<file path="src/rtl/riscv_ctrl_pkg.sv">
// rtl/riscv_ctrl_pkg.sv - shared state, opcode and ALU code definitions for the multicycle controller
package riscv_ctrl_pkg;

    typedef enum logic [3:0] {
        S_FETCH,
        S_DECODE,
        S_MEMADR,
        S_MEMREAD,
        S_MEMWB,
        S_MEMWRITE,
        S_EXECR,
        S_EXECI,
        S_ALUWB,
        S_BRANCH,
        S_JAL
    } state_t;

    localparam logic [6:0] OP_LOAD   = 7'b0000011;
    localparam logic [6:0] OP_STORE  = 7'b0100011;
    localparam logic [6:0] OP_RTYPE  = 7'b0110011;
    localparam logic [6:0] OP_ITYPE  = 7'b0010011;
    localparam logic [6:0] OP_BRANCH = 7'b1100011;
    localparam logic [6:0] OP_JAL    = 7'b1101111;

    localparam logic [3:0] ALU_ADD  = 4'b0000;
    localparam logic [3:0] ALU_SUB  = 4'b0001;
    localparam logic [3:0] ALU_AND  = 4'b0010;
    localparam logic [3:0] ALU_OR   = 4'b0011;
    localparam logic [3:0] ALU_XOR  = 4'b0100;
    localparam logic [3:0] ALU_SLL  = 4'b0101;
    localparam logic [3:0] ALU_SRL  = 4'b0110;
    localparam logic [3:0] ALU_SRA  = 4'b0111;
    localparam logic [3:0] ALU_SLT  = 4'b1000;
    localparam logic [3:0] ALU_SLTU = 4'b1001;

    // alu_op selects how the ALU decoder picks its operation
    localparam logic [1:0] ALUOP_ADD   = 2'b00;
    localparam logic [1:0] ALUOP_SUB   = 2'b01;
    localparam logic [1:0] ALUOP_FUNCT = 2'b10;

    localparam logic [2:0] IMM_I = 3'b000;
    localparam logic [2:0] IMM_S = 3'b001;
    localparam logic [2:0] IMM_B = 3'b010;
    localparam logic [2:0] IMM_J = 3'b011;

    // Immediate format follows the opcode alone; R-type and unknown use the I slot
    function automatic logic [2:0] imm_src_of(input logic [6:0] op);
        case (op)
            OP_STORE:  return IMM_S;
            OP_BRANCH: return IMM_B;
            OP_JAL:    return IMM_J;
            default:   return IMM_I;
        endcase
    endfunction

endpackage

</file>
<file path="src/rtl/alu_decoder.sv">
// rtl/alu_decoder.sv - combinational ALUControl decode from instruction fields and alu_op
module alu_decoder
    import riscv_ctrl_pkg::*;
#(
    parameter int ALU_CTRL_W = 4
) (
    input  logic [6:0]            Op,
    input  logic [2:0]            funct3,
    input  logic [6:0]            funct7,
    input  logic [1:0]            alu_op,
    output logic [ALU_CTRL_W-1:0] ALUControl
);

    logic [3:0] code;
    logic       alt;
    logic       unused_funct7;

    // Only bit 5 of funct7 distinguishes SUB/SRA from ADD/SRL
    assign alt           = funct7[5];
    assign unused_funct7 = ^{funct7[6], funct7[4:0]};

    // Select the ALU operation; ADDI never subtracts, only R-type honours funct7 on funct3=000
    always_comb begin
        code = ALU_ADD;
        case (alu_op)
            ALUOP_SUB: code = ALU_SUB;
            ALUOP_FUNCT: begin
                case (funct3)
                    3'b000:  code = (Op == OP_RTYPE && alt) ? ALU_SUB : ALU_ADD;
                    3'b001:  code = ALU_SLL;
                    3'b010:  code = ALU_SLT;
                    3'b011:  code = ALU_SLTU;
                    3'b100:  code = ALU_XOR;
                    3'b101:  code = alt ? ALU_SRA : ALU_SRL;
                    3'b110:  code = ALU_OR;
                    default: code = ALU_AND;
                endcase
            end
            default: code = ALU_ADD;
        endcase
    end

    assign ALUControl = ALU_CTRL_W'(code);

endmodule

</file>
<file path="src/rtl/multicycle_control_unit.sv">
// rtl/multicycle_control_unit.sv - multicycle RISC-V main controller FSM
module multicycle_control_unit
    import riscv_ctrl_pkg::*;
#(
    parameter int ALU_CTRL_W    = 4,
    parameter int FULL_BRANCH   = 1,
    parameter int MEM_HANDSHAKE = 1
) (
    input  logic                  clk,
    input  logic                  rst,
    input  logic [6:0]            Op,
    input  logic [2:0]            funct3,
    input  logic [6:0]            funct7,
    input  logic                  zero,
    input  logic                  lt,
    input  logic                  ltu,
    input  logic                  mem_ready,
    output logic                  PCWrite,
    output logic                  AdrSrc,
    output logic                  IRWrite,
    output logic                  MemWrite,
    output logic                  mem_req,
    output logic                  RegWrite,
    output logic [1:0]            ResultSrc,
    output logic [1:0]            ALUSrcA,
    output logic [1:0]            ALUSrcB,
    output logic [2:0]            ImmSrc,
    output logic [ALU_CTRL_W-1:0] ALUControl,
    output logic                  illegal
);

    state_t     state;
    state_t     state_next;
    logic [1:0] alu_op;
    logic       mem_ok;
    logic       branch_taken;
    logic       branch_legal;

    assign mem_ok = (MEM_HANDSHAKE != 0) ? mem_ready : 1'b1;
    assign ImmSrc = imm_src_of(Op);

    alu_decoder #(
        .ALU_CTRL_W(ALU_CTRL_W)
    ) u_alu_decoder (
        .Op        (Op),
        .funct3    (funct3),
        .funct7    (funct7),
        .alu_op    (alu_op),
        .ALUControl(ALUControl)
    );

    // Branch condition from ALU flags; unsupported funct3 is never taken
    always_comb begin
        branch_taken = 1'b0;
        branch_legal = 1'b1;
        case (funct3)
            3'b000:  branch_taken = zero;
            3'b001:  branch_taken = ~zero;
            3'b100:  branch_taken = lt;
            3'b101:  branch_taken = ~lt;
            3'b110:  branch_taken = ltu;
            3'b111:  branch_taken = ~ltu;
            default: branch_legal = 1'b0;
        endcase
        if (FULL_BRANCH == 0 && funct3 != 3'b000) begin
            branch_legal = 1'b0;
        end
        if (!branch_legal) begin
            branch_taken = 1'b0;
        end
    end

    // State register; reset abandons any pending memory wait
    always_ff @(posedge clk) begin
        if (rst) begin
            state <= S_FETCH;
        end else begin
            state <= state_next;
        end
    end

    // Next-state and Moore outputs; PCWrite/IRWrite also follow mem_ready and branch outcome
    always_comb begin
        state_next = state;
        PCWrite    = 1'b0;
        AdrSrc     = 1'b0;
        IRWrite    = 1'b0;
        MemWrite   = 1'b0;
        mem_req    = 1'b0;
        RegWrite   = 1'b0;
        ResultSrc  = 2'b00;
        ALUSrcA    = 2'b00;
        ALUSrcB    = 2'b00;
        alu_op     = ALUOP_ADD;
        illegal    = 1'b0;
        case (state)
            S_FETCH: begin
                mem_req   = 1'b1;
                ALUSrcB   = 2'b10;
                ResultSrc = 2'b10;
                IRWrite   = mem_ok;
                PCWrite   = mem_ok;
                if (mem_ok) state_next = S_DECODE;
            end
            S_DECODE: begin
                ALUSrcA = 2'b01;
                ALUSrcB = 2'b01;
                case (Op)
                    OP_LOAD, OP_STORE: state_next = S_MEMADR;
                    OP_RTYPE:          state_next = S_EXECR;
                    OP_ITYPE:          state_next = S_EXECI;
                    OP_BRANCH:         state_next = S_BRANCH;
                    OP_JAL:            state_next = S_JAL;
                    default: begin
                        state_next = S_FETCH;
                        illegal    = 1'b1;
                    end
                endcase
            end
            S_MEMADR: begin
                ALUSrcA    = 2'b10;
                ALUSrcB    = 2'b01;
                state_next = (Op == OP_LOAD) ? S_MEMREAD : S_MEMWRITE;
            end
            S_MEMREAD: begin
                mem_req = 1'b1;
                AdrSrc  = 1'b1;
                if (mem_ok) state_next = S_MEMWB;
            end
            S_MEMWB: begin
                ResultSrc  = 2'b01;
                RegWrite   = 1'b1;
                state_next = S_FETCH;
            end
            S_MEMWRITE: begin
                mem_req  = 1'b1;
                AdrSrc   = 1'b1;
                MemWrite = 1'b1;
                if (mem_ok) state_next = S_FETCH;
            end
            S_EXECR: begin
                ALUSrcA    = 2'b10;
                alu_op     = ALUOP_FUNCT;
                state_next = S_ALUWB;
            end
            S_EXECI: begin
                ALUSrcA    = 2'b10;
                ALUSrcB    = 2'b01;
                alu_op     = ALUOP_FUNCT;
                state_next = S_ALUWB;
            end
            S_ALUWB: begin
                RegWrite   = 1'b1;
                state_next = S_FETCH;
            end
            S_BRANCH: begin
                ALUSrcA    = 2'b10;
                alu_op     = ALUOP_SUB;
                PCWrite    = branch_taken;
                illegal    = ~branch_legal;
                state_next = S_FETCH;
            end
            S_JAL: begin
                ALUSrcA    = 2'b01;
                ALUSrcB    = 2'b10;
                RegWrite   = 1'b1;
                PCWrite    = 1'b1;
                state_next = S_FETCH;
            end
            default: state_next = S_FETCH;
        endcase
    end

endmodule

</file>
<file path="config.mk">
export PLATFORM = sky130hd
export DESIGN_NAME = multicycle_control_unit
export DESIGN_NICKNAME = d
export VERILOG_FILES = /design/src/rtl/riscv_ctrl_pkg.sv /design/src/rtl/alu_decoder.sv /design/src/rtl/multicycle_control_unit.sv
export SDC_FILE = /design/constraint.sdc
export NUM_CORES = 1
export LEC_CHECK = 0
export ABC_AREA = 1
export ABC_CLOCK_PERIOD_IN_PS = 3300
export BUFFER_PORTS_ARGS = -buffer_cell sky130_fd_sc_hd__buf_2
export CAP_MARGIN = 20
export CORE_UTILIZATION = 39
export DETAILED_ROUTE_END_ITERATION = 7
export PLACE_DENSITY = 0.74
export SLEW_MARGIN = 20
export SYNTH_ARGS = -nofsm -noshare
export SYNTH_HDL_FRONTEND = slang
export SYNTH_HIERARCHICAL = 1
export SYNTH_SLANG_ARGS = --single-unit
export TNS_END_PERCENT = 5
</file>
<file path="constraint.sdc">
create_clock -name clk -period 3.3 [get_ports clk]
set_clock_uncertainty 0.15 [all_clocks]
set_input_delay 0.165 -clock clk [delete_from_list [all_inputs] [get_ports clk]]
set_output_delay 0.165 -clock clk [all_outputs]
set_load 0.005 [all_outputs]
</file>
==> metrics.md <==
| Metric | Value |
|---|---|
| Run status | complete, no violations |
| Number of flip-flops in the largest register | 4 |
| Core area | 1590 µm² |
| Sequential cell area | 80.1 µm² |
| Routed wire per std cell | 9.33 µm |
| Die X | 44.5 µm |
| GR Overflow Total | 0 |
| Critical path's top delay family | simple AND/OR/NAND/NOR gates |
| Worst Setup Slack post-DPL | 1380 ps |
| Number of standard cells in the layout, taps in and fillers out | 204 |
| Largest buffer count on any clock path | 2 |
| Dpl cells | 200 |
| Resize count post-CTS | 0 |
| Register bit total from synthesis | 4 |
| Final worst hold slack | 134 ps |
| Setup TNS Final | 0 ps |
| Overall die area | 1980 µm² |
| Number of standard cells after synthesis | 142 |
| Cell type with the largest total area after synthesis | nand2_1 |
| Arrival time of the worst setup path | 1870 ps |
| DR DRC count | 0 |
| CTS clock-pin slew for the worst setup and hold paths | 40 ps |
| Mean instance size in the synthesized netlist | 4.95 µm² |
| Total area of multi-input combinational cells | 499 µm² |
| Final critical-path share of the clock period | 0.661 |
| Number of endpoints failing setup at the final stage | 0 |
| Drt via density | 4.77 |
| Netlist cell types | 22 |
| Clock tree from TritonCTS | done |
| Violation count after the first detailed-route iteration | 15 |
| Buffers inserted during post-CTS setup optimization | 0 |
| Cell with the biggest individual delay on the critical path | dfxtp_1 |
| Floorplan row count | 14 |
| Antenna fix cells | 0 |
| Largest fanout on the critical path | 4 |
| Power density over the cells | 207 nW/µm² |
| Proportion of layout cells with a drive suffix above 1 | 0.272 |
| Via count of the first global-routing pass | 880 |
| Type of destination of the critical path | output pin |
| Worst path bufs/invs | 3 |
| Final worst path period need | 2180 ps |
| Number of nets in the synthesized netlist | 167 |
| Most used cells in the layout excluding fill and tap cells | nand2_1 (49), buf_2 (35), inv_1 (28), nor2_1 (21), nand3_1 (10) |
| Overall Global Routing Usage | 0.213 |
| Registers with the most flip-flops | state: 4 flops |
| Clock buffer count from CTS | 3 |
| Crit path launch type | flip-flop |
| Area delta synth->final | 32.7% |
| Finished Cell Area | 933 µm² |
| Number of antenna violations at the first check in global routing | 0 |
| Half-perimeter wire length after detailed placement | 1.58 mm |
| Hold WC Path Type | input port to flip-flop |
| Post-route ant nets | 0 |
| Detailed-route via count | 974 |
| Hold-fix buffer count after cts | 1 |
| Type of the worst setup path | flip-flop to output pin |
| Portion of the post-synthesis area used by sequential elements | 0.114 |
| Placed standard-cell area | 901 µm² |
| Final net count | 207 |
| Initial standard-cell utilization of the core | 0.441 |
| Maximum resistive drop on vdd | 0.212 mV |
| Max Cap Violations | 0 |
| Routability congestion estimate | 0.841 |
| Root buffer cell | clkbuf_4 |
| Pin count of the biggest net entering global routing | 10 |
| Top-area cell type share of the netlist area | 0.262 |
| Maximum single-stage delay on the critical path | 370 ps |
| Number of levels in the clock H-tree | 1 |
| Cell Area, Synth | 703 µm² |
| Commonest non-fill, non-tap cell in the layout | nand2_1 |
| Unrepaired setup endpoints after global routing | no |
| Critical-path cell list | inv_1 > nor2_1 > inv_1 > nor2_1 > ha_1 > nor4_1 > buf_2 |
| Fmax | 459 MHz |
| First-pass GRT wire length | 3.18 mm |
| Clock latency of the later-clocked register in the worst-skew pair | 250 ps |
| Data required time of the critical path | 2980 ps |
| Height of the die | 44.5 µm |
| Routed WL | 1.90 mm |
| Number of filler instances in the final layout | 182 |
| Total design power | 193 µW |
| Ys Warns | 6 |
| Number of input and output port buffers inserted | 35 |
| Worst-case setup margin in the final layout | 1120 ps |
| Number of max-slew violations in the final report | 0 |
| Cell types occupying the most area after synthesis | nand2_1 (26%), inv_1 (15%), dfxtp_1 (11%), nor2_1 (11%), nand3_1 (7.1%) |
| Number of optimization iterations in the first detailed-route pass | 4 |
| Largest Register | state |
| I/O Pins | 43 |
| Num Clock Sinks | 4 |
| Post-layout utilization of the core | 0.586 |
| Fin. Hold Viols | 0 |
| Static Leakage | 0.570 nW |
[cells in the mapped netlist (all sizes together)]
master / count
nand2: 49
inv: 31
nor2: 25
nand3: 11
a21oi: 7
dfxtp: 4
o21ai: 3
or2: 3
ha: 2
buf: 1
conb: 1
nand3b: 1
nor3: 1
nor4: 1
o311ai: 1
o32ai: 1
[tightest hold or removal path, delay by kind of cell]
kind            cells  cell delay, ps
buf+inv             2             150
compound gates      1              50
simple gates        1             110
[metal layers]
| layer | track usage | part of all wire | up-vias |
|---|---|---|---|
| met5 | 0 | 0 | - |
| met4 | 0.0848 | 0.020 | 0 |
| met3 | 0.0531 | 0.046 | 5 |
| met2 | 0.409 | 0.50 | 30 |
| met1 | 0.215 | 0.43 | 431 |
| li1 | - | - | 508 |
[final cells by class]
type | instances | area share
flip-flops and latches | 4 | 0.0858
multi-input cells | 106 | 0.535
clock buffers | 3 | 0.0241
inverters | 31 | 0.125
repair buffers | 36 | 0.198
well taps | 24 | 0.0322
[report_power, final]
part           internal (mW)  switching (mW)  total (mW)
clock network         0.0410          0.0250      0.0660
registers             0.0502         0.00148      0.0516
logic                 0.0313          0.0440      0.0752
[kinds of logic after synthesis]
kind of cell / synth area share
compound gates: 0.107
fa+ha+maj: 0.0356
buf+inv: 0.176
flops: 0.114
other cells: 0.00533
simple gates: 0.562
[path summary, 6_finish.rpt]
| kind | startpoint | endpoint | slack (ps) | cells past startpoint |
|---|---|---|---|---|
| max | state[2] | ALUControl[3] | 1120 | 7 |
| min | mem_ready | state[2] | 130 | 4 |
| max reg2reg | state[2] | state[2] | 1950 | 7 |
| min reg2reg | state[0] | state[0] | 360 | 2 |
Note: power is estimated with default switching activity, not from simulation.
